### src/rtl/arb_stream_buffer.sv
// Word buffer between the arbiter and the SRAM FIFO: first-word-fall-through storage,
// hysteretic near-full throttle flag, and loss / occupancy statistics.
module arb_stream_buffer #(
   parameter int DEPTH  = 16,
   parameter int NF_SET = 12,
   parameter int NF_CLR = 8
) (
   input  logic                     i_bus_clk,
   input  logic                     i_bus_rst,
   input  logic                     i_write_in,
   input  logic [31:0]              i_data_in,
   output logic                     o_ready_out,
   input  logic                     i_fifo_read_next,
   output logic                     o_fifo_empty,
   output logic [31:0]              o_fifo_data,
   output logic                     o_near_full,
   input  logic                     i_clear_stats,
   output logic [$clog2(DEPTH):0]   o_level,
   output logic [$clog2(DEPTH):0]   o_max_level,
   output logic [15:0]              o_lost_cnt
);
   localparam int AW = $clog2(DEPTH);
   localparam int LW = AW + 1;

   typedef enum logic {IDLE, THROTTLE} nf_state_t;

   logic [31:0]   r_mem [DEPTH];
   logic [AW-1:0] r_wptr;
   logic [AW-1:0] r_rptr;
   logic [LW-1:0] r_level;
   logic [LW-1:0] r_max_level;
   logic [15:0]   r_lost_cnt;
   nf_state_t     r_state;

   logic          w_full;
   logic          w_empty;
   logic          w_wr;
   logic          w_rd;
   logic          w_lost;
   logic [LW-1:0] w_level_nxt;
   nf_state_t     w_state_nxt;

   assign w_full  = (r_level == LW'(DEPTH));
   assign w_empty = (r_level == '0);
   assign w_wr    = i_write_in & ~w_full;
   assign w_rd    = i_fifo_read_next & ~w_empty;
   assign w_lost  = i_write_in & w_full;

   always_comb begin
      w_level_nxt = r_level;
      if (w_wr && !w_rd) begin
         w_level_nxt = r_level + LW'(1);
      end else if (!w_wr && w_rd) begin
         w_level_nxt = r_level - LW'(1);
      end
   end

   // Hysteresis thresholds are applied to the occupancy the buffer will hold after this edge.
   always_comb begin
      w_state_nxt = r_state;
      case (r_state)
         IDLE:     if (w_level_nxt >= LW'(NF_SET)) w_state_nxt = THROTTLE;
         THROTTLE: if (w_level_nxt <= LW'(NF_CLR)) w_state_nxt = IDLE;
         default:  w_state_nxt = IDLE;
      endcase
   end

   always_ff @(posedge i_bus_clk) begin
      if (w_wr) begin
         r_mem[r_wptr] <= i_data_in;
      end
   end

   always_ff @(posedge i_bus_clk) begin
      if (i_bus_rst) begin
         r_wptr      <= '0;
         r_rptr      <= '0;
         r_level     <= '0;
         r_max_level <= '0;
         r_lost_cnt  <= '0;
         r_state     <= IDLE;
      end else begin
         if (w_wr) r_wptr <= r_wptr + AW'(1);
         if (w_rd) r_rptr <= r_rptr + AW'(1);
         r_level <= w_level_nxt;
         r_state <= w_state_nxt;
         // A clear takes precedence over both a loss and a new high-water mark in the same cycle.
         if (i_clear_stats) begin
            r_lost_cnt  <= '0;
            r_max_level <= r_level;
         end else begin
            if (w_lost && (r_lost_cnt != 16'hFFFF)) r_lost_cnt <= r_lost_cnt + 16'd1;
            if (w_level_nxt > r_max_level) r_max_level <= w_level_nxt;
         end
      end
   end

   assign o_ready_out  = ~w_full;
   assign o_fifo_empty = w_empty;
   assign o_fifo_data  = r_mem[r_rptr];
   assign o_near_full  = (r_state == THROTTLE);
   assign o_level      = r_level;
   assign o_max_level  = r_max_level;
   assign o_lost_cnt   = r_lost_cnt;
endmodule

### config.mk
export PLATFORM = sky130hd
export DESIGN_NAME = arb_stream_buffer
export DESIGN_NICKNAME = d
export VERILOG_FILES = /design/src/rtl/arb_stream_buffer.sv
export SDC_FILE = /design/constraint.sdc
export NUM_CORES = 1
export LEC_CHECK = 0
export CAP_MARGIN = 30
export CORE_MARGIN = 2
export CORE_UTILIZATION = 50
export CTS_BUF_LIST = sky130_fd_sc_hd__clkbuf_4
export CTS_CLUSTER_DIAMETER = 60
export CTS_CLUSTER_SIZE = 24
export DETAILED_ROUTE_END_ITERATION = 12
export HOLD_SLACK_MARGIN = 0.05
export PLACE_DENSITY = 0.67
export RECOVER_POWER = 100
export SLEW_MARGIN = 25
export SYNTH_ARGS = -nofsm -noshare
export SYNTH_HDL_FRONTEND = slang
export SYNTH_SLANG_ARGS = --single-unit
export TNS_END_PERCENT = 5
### constraint.sdc
create_clock -name i_bus_clk -period 9.25 [get_ports i_bus_clk]
set_input_delay 1.3875 -clock i_bus_clk [delete_from_list [all_inputs] [get_ports i_bus_clk]]
set_output_delay 1.3875 -clock i_bus_clk [all_outputs]
set_load 0.005 [all_outputs]
# [Yosys cells after proc, flatten, opt, wreduce, memory -nomap -nowiden]
# Memories as Yosys holds them, arrays and structs flattened. A register that Yosys moved wholly into a read port is not among the register bits.
# Index checks and enable logic that the tools add are counted.
# Widths: inputs -> output; s select.
[word_totals] memories=1 out_inout_bits=61 word_cells=42 in_bits=37 mem_bits_rw=512 ff_bits=35
[op_classes] n_lt_le_gt_ge=3 muxes=11 addsub=5 bitwise_logic=6 n_eq_ne=2 n_reduce_logical=8
[memory_table] name="r_mem" words=16 width=32 rd=1 rd_clocked_by_memory_dff=1 wr=1 line_no="27" rtl="logic [31:0] r_mem [DEPTH];"
[ops] operator="$mux 5" count=4
[ops] operator="$add 16x1->16 const B" count=1
[ops] operator="$ne 16x16->1 const B" count=1
[ops] operator="$add 4x1->4 const B" count=2
[ops] operator="$mux 4" count=2
[ops] operator="$add 5x1->5 const B" count=1
[ops] operator="$eq 5x5->1 const B" count=1
[ops] operator="$ge 5x4->1 const B" count=1
[ops] operator="$gt 5x5->1" count=1
[ops] operator="$le 5x4->1 const B" count=1
[ops] operator="$logic_not 5->1" count=1
[ops] operator="$sub 5x1->5 const B" count=1
[ops] operator="$mux 1" count=4
[ops] operator="$and 1x1->1" count=3
[ops] operator="$logic_and 1x1->1" count=3
[ops] operator="$not 1->1" count=3
[ops] operator="$logic_not 1->1" count=2
[ops] operator="$pmux 1 s2" count=1
[ops] operator="$reduce_bool 2->1" count=1
[ops] operator="$reduce_or 2->1" count=1

# [Depth between registers and ports, before layout]
# Gate-level depths: netlist of the first run.
[depth] depth_word=10 ltp_mapped=16 ltp_nobuf=16

# [Worst setup path after synthesis of the first run]
# Ideal clock, no wire load.
[synth_path] path_type="input port to flip-flop" from="in i_write_in" to="mem r_mem[3][0], enable pin" cell_stages=5 arrival_time_ps=4420 setup_time_ps=461 n_path_buf=2 t_required_ps=8789 setup_slack_ps=4369 path_cell_list="clkbuf_1 and2_2 clkbuf_1 nand2_1 nor3_1"
[synth_between] elab_chain_len=3
[synth_lines] element="from (decl)" line_no="10" rtl="input logic i_write_in,"
[synth_lines] element="$and 1x1->1" line_no="45" rtl="assign w_wr = i_write_in & ~w_full;"
[synth_lines] element="$mux 1" line_no="69" rtl="if (w_wr) begin"
[synth_lines] element="$mux 1 (implied by the code)" line_no="70" rtl="r_mem[r_wptr] <= i_data_in;"
[synth_lines] element="to (decl)" line_no="27"
# Every way passes these cells.

==> flow_metrics.env, run 1 <==
export IMPL_syn_num_nets=1021
export IMPL_rsz0062_at_grt="no"
export IMPL_grt_max_degree=57
export IMPL_clockBufferDepth=3
export IMPL_ys_ff_latch=551
export IMPL_fmax_ghz=0.143
export IMPL_place_gp_congestion=0.750
export IMPL_pin_count=98
export IMPL_max_cap_violations=24
export IMPL_place_inst=1586
export IMPL_grt_antenna_before_repair=4
export IMPL_dr_wl_met2_um=20900
export IMPL_fp_row_count=75
export IMPL_min_path_type="reg2reg"
export IMPL_period_minus_slack_ns=6.97
export IMPL_stdcell_count=1656
export IMPL_switchingPower_mw=1.34
export IMPL_reg2reg_slack_ns=4.37
export IMPL_skew_ns=0.0649
export IMPL_finalSetupTns_ns=0
export IMPL_async_reset_ff_share_pct=0
export IMPL_first_iter_violations=946
export IMPL_status="finished with violations"
export IMPL_synthDistinctLibCells=54
export IMPL_layout_drive_gt1_share_pct=22.3
export IMPL_fp_dieH_um=210
export IMPL_final_hold_viol_count=0
export IMPL_grt_pass1_wl_um=63900
export IMPL_setup_viol=0
export IMPL_fillers=3163
export IMPL_via_count=9896
export IMPL_ant_nets=0
export IMPL_wl_met3_um=2250
export IMPL_cp_max_fo=39
export IMPL_fin_crit_sh_pct=75.4
export IMPL_synth_area_um2=21300
export IMPL_nets=1135
export IMPL_place_hpwl_um=22800
export IMPL_root_buffer="clkbuf_4"
export IMPL_drt_wirelength_per_cell_um=25.6
export IMPL_htree_levels=2
export IMPL_grt_pass1_vias=10069
export IMPL_cts_sinks=551
export IMPL_worst_pin_slew_ns=2.93
export IMPL_first_pass_iters=5
export IMPL_core_um2=42000
export IMPL_cp_end_kind="output port"
export IMPL_path_class="reg2out"
export IMPL_hold_buffers=0
export IMPL_io_buffers=97
export IMPL_worstSetupStartpointType="flop"
export IMPL_ir_worst_vdd_v=0.000158
export IMPL_multi_input_comb_area_um2=4880
export IMPL_power_density_nw_per_um2=216
export IMPL_pwr_share_comb_pct=20.2
export IMPL_totalWireLength_um=42400
export IMPL_synth_edff_count=512
export IMPL_worstPathArrival_ns=5.59
export IMPL_post_cts_resized=0
export IMPL_yosysWarnings=0
export IMPL_internal_power_mw=3.76
export IMPL_track_usage_pct=19.8
export IMPL_drc=0
export IMPL_clkTransAtPathRegs_ns=0.17
export IMPL_cts_tree="yes"
export IMPL_critPathRequiredTime_ns=7.86
export IMPL_area_growth_pct=10.8
export IMPL_numCtsBuffers=37
export IMPL_syn_instance_count=972
export IMPL_slew_viol_final=507
export IMPL_syn_area_per_cell_um2=21.9
export IMPL_final_cell_mix="512 x edfxtp_1, 160 x mux4_2, 82 x dlygate4sd3_1, 47 x nor2_1, 38 x clkbuf_4"
export IMPL_initial_core_util_pct=50.7
export IMPL_violations="capacitance limit, slew limit"
export IMPL_fp_dieArea_um2=44300
export IMPL_seqCellArea_um2=16200
export IMPL_highest_layer="met5"
export IMPL_vias_per_cell=5.98
export IMPL_clkLatencyLatePin_ns=0.83
export IMPL_die_w_um=210
export IMPL_layout_commonest_cell="edfxtp_1"
export IMPL_wirelength_met1_um=18500
export IMPL_grt_overflow=0
export IMPL_swShare_pct=26.3
export IMPL_power_leakage_nw=7.16
export IMPL_cts_setup_buffers=0
export IMPL_synth_top_flop_cell="edfxtp_1"
export IMPL_clkPwrFrac_pct=23.7
export IMPL_ys_seq_area_share_pct=75.8
export IMPL_seqPwrFrac_pct=56.1
export IMPL_max_slew_margin_rel_pct=-95.1
-- layer usage --
metal  up-vias  global-route usage, %
met5         -                      0
met4         4                   5.61
met3        50                   3.14
met2       307                   32.0
met1      5255                   28.6
li1       4280                      -
-- cells by family (layout without fill, tap and decap cells) --
logic type	count (synthesis)	after routing	share of synthesized area (%)
buf+inv	63	205	1.20
xor+xnor	22	22	0.940
compound gates	34	34	1.17
other cells	0	3	0
simple gates	126	126	3.05
mux	164	164	17.1
fa+ha+maj	12	12	0.705
flops	551	551	75.8
-- state kept, by name, summed over array words and instances (netlist names), named ones only --
name and count:
r_wptr 4, o_level 5, o_max_level 5, o_lost_cnt 16, o_near_full 1, r_mem 512, r_rptr 4
-- critical path, cell delays in order (launching register included) --
cell and delay [ns]:
dfxtp_1 2.10, buf_4 0.89, mux4_2 0.60, mux4_2 0.52, dlygate4sd3_1 0.60
-- synthesized netlist by cell type (3+ instances only) --
master / count / area (µm²)
mux4_2: 160 / 3600
clkbuf_1: 30 / 113
ha_1: 12 / 150
buf_1: 10 / 37.5
inv_1: 14 / 52.6
or3_1: 4 / 25.0
nand3_1: 11 / 55.1
edfxtp_1: 512 / 15400
xnor2_1: 12 / 105
xor2_1: 9 / 78.8
buf_2: 5 / 25.0
o311a_1: 3 / 30.0
a21oi_1: 10 / 50.1
nor3_1: 10 / 50.1
nand2_1: 21 / 78.8
mux2i_1: 4 / 40.0
nand4_1: 6 / 37.5
o21ai_0: 7 / 35.0
nor2b_1: 4 / 25.0
nor2_1: 49 / 184
dfxtp_1: 39 / 781
-- power by group through the flow --
stage	Clock [mW]	Sequential, mW	Combinational [mW]
after floorplan	0	2.85	0.790
after detailed placement	0	2.92	1.08
after CTS	1.25	2.86	1.09
after global routing	1.34	2.87	1.13
final	1.21	2.86	1.03
after global placement	0	2.92	1.06
-- through the flow --
step                hold slack [ns]  setup WS, ns  power [mW]  util, %  instance area (µm²)
floorplan                     0.485          4.37        3.64        -                21300
global placement              0.503          4.32        3.98     54.8                23100
detailed placement            0.529          4.44        4.00     55.0                23100
CTS                           0.544          3.45        5.20     56.6                23800
global route                  0.590          1.68        5.34     56.1                23600
finish                        0.559          2.28        5.09     56.1                23600
-- worst paths after layout --
path	depth (start not counted)	startpoint	endpoint
setup / recovery	4	flop	o_fifo_data[14]
hold reg to reg	2	r_rptr[1]	flop
hold / removal	2	r_rptr[1]	flop
setup reg to reg	8	o_level[0]	r_mem[12][9]
-- area by class of cell --
cell class | instances | share of cell area [%]
Clock buffer | 38 | 1.21
Multi-Input combinational cell | 358 | 20.7
Antenna cell | 3 | 0.0318
Inverter | 16 | 0.276
Clock inverter | 29 | 1.70
Timing Repair Buffer | 122 | 4.79
Tap cell | 539 | 2.86
Sequential cell | 551 | 68.5
Note: power is estimated with default switching activity, not from simulation.
==> run 2, diff against run 1 <==
Clock period 9.25 ns to 7.25 ns, I/O delays scaled along.
==> flow_metrics.env, run 2 (synthesized netlist as in run 1, its figures left out) <==
export IMPL_worst_pin_slew_ns=2.60
export IMPL_final_cell_mix="512 x edfxtp_1, 160 x mux4_2, 88 x dlygate4sd3_1, 49 x nor2_1, 42 x clkbuf_4"
export IMPL_grt_overflow=0
export IMPL_violations="capacitance limit, slew limit"
export IMPL_fp_dieArea_um2=44300
export IMPL_max_slew_margin_rel_pct=-73.2
export IMPL_cts_sinks=551
export IMPL_place_gp_congestion=0.751
export IMPL_place_hpwl_um=23300
export IMPL_worst_slack_ns=1.56
export IMPL_core_um2=42000
export IMPL_path_class="reg2out"
export IMPL_area_growth_pct=10.5
export IMPL_post_cts_resized=0
export IMPL_layout_commonest_cell="edfxtp_1"
export IMPL_root_buffer="clkbuf_4"
export IMPL_setup_viol=0
export IMPL_status="finished with violations"
export IMPL_finalPower_mw=6.46
export IMPL_io_buffers=97
export IMPL_period_minus_slack_ns=5.69
export IMPL_first_iter_violations=906
export IMPL_cts_setup_buffers=0
export IMPL_clkTransAtPathRegs_ns=0.19
export IMPL_rsz0062_at_grt="no"
export IMPL_critPathRequiredTime_ns=6.16
export IMPL_grt_antenna_before_repair=5
export IMPL_clockBufferDepth=3
export IMPL_vias_per_cell=5.93
export IMPL_cp_end_kind="output port"
export IMPL_top_register="r_mem"
export IMPL_max_cap_violations=21
export IMPL_layout_drive_gt1_share_pct=22.0
export IMPL_via_count=9862
export IMPL_pin_count=98
export IMPL_totalWireLength_um=43100
export IMPL_fp_dieH_um=210
export IMPL_numCtsBuffers=38
export IMPL_clkLatencyLatePin_ns=0.85
export IMPL_fin_crit_sh_pct=78.4
export IMPL_grt_pass1_vias=10247
export IMPL_fmax_ghz=0.176
export IMPL_power_leakage_nw=7.13
export IMPL_grt_max_degree=59
export IMPL_skew_ns=0.0776
export IMPL_die_w_um=210
export IMPL_track_usage_pct=20.0
export IMPL_pre_cts_ws_ns=2.79
export IMPL_final_hold_viol_count=0
export IMPL_finalSetupTns_ns=0
export IMPL_grt_pass1_wl_um=64500
export IMPL_hold_buffers=0
export IMPL_fp_row_count=75
export IMPL_ant_nets=0
export IMPL_drc=0
export IMPL_slew_viol_final=421
export IMPL_drt_wirelength_per_cell_um=25.9
export IMPL_largest_register_ffs=512
export IMPL_worstPathArrival_ns=4.60
export IMPL_cp_max_fo=31
export IMPL_nets=1138
export IMPL_first_pass_iters=4
export IMPL_min_path_type="reg2reg"
export IMPL_cts_tree="yes"
export IMPL_initial_core_util_pct=50.7
export IMPL_worstSetupStartpointType="flop"
export IMPL_power_density_nw_per_um2=274
export IMPL_htree_levels=2
export IMPL_ir_worst_vdd_v=0.000228
run 2: cell types whose count changed in the layout (fill, tap and decap cells not counted), moves of 2 or more:
cell             before  now
bufinv_16             5    3
clkbuf_1             18   20
clkbuf_4             38   42
clkdlybuf4s50_1      15    9
clkinv_8              4    2
diode_2               3    5
dlygate4sd3_1        82   88
inv_8                 3    6
nor2_1               47   49
nor2_4                3    1
run 2: per-layer routing:
layer	vias to the layer above	global-route usage, %	share of wire, %
li1	4287	-	-
met2	245	33.1	50
met3	54	3.89	5.2
met5	-	0	0.056
met1	5272	28.0	43
met4	4	4.47	1.6
run 2: worst paths after layout:
kind	from	endpoint	slack, ns	cells after the start
max	flop	o_fifo_data[14]	1.56	5
max reg2reg	o_level[0]	r_mem[0][28]	2.16	8
min	r_rptr[1]	flop	0.53	2
min reg2reg	r_rptr[1]	flop	0.53	2
run 2: worst max-delay path, cell delays in order, from the launching register on:
cell and delay, ns:
dfxtp_1 1.03, buf_16 0.33, clkbuf_1 0.68, mux4_2 0.61, mux4_2 0.51, dlygate4sd3_1 0.59
run 2: area by class of cell:
type,instances,area [µm²]
fillers,3178,18500
flip-flops and latches,551,16200
multi-input cells,358,4850
repair buffers,124,1130
well taps,539,674
clock inverters,27,328
clock buffers,42,315
inverters,16,63.8
diodes,5,12.5
run 2: power by group:
group          leakage [nW]  switching (mW)  total [mW]  internal (mW)
Sequential             4.94          0.0796        3.62           3.54
Combinational          1.84           0.597        1.34          0.742
Clock                 0.349            1.05        1.50          0.454
Total                  7.13            1.72        6.46           4.73
run 2: stage by stage:
step                area, µm²  std cells  hold WS, ns  util, %
finish                  23500       1662        0.534     56.0
global route            23500       1659        0.574     56.0
CTS                     23700       1656        0.542     56.4
detailed placement      23100       1587        0.525     54.9
global placement        23100       1587        0.504     54.9
floorplan               21300        972        0.485        -
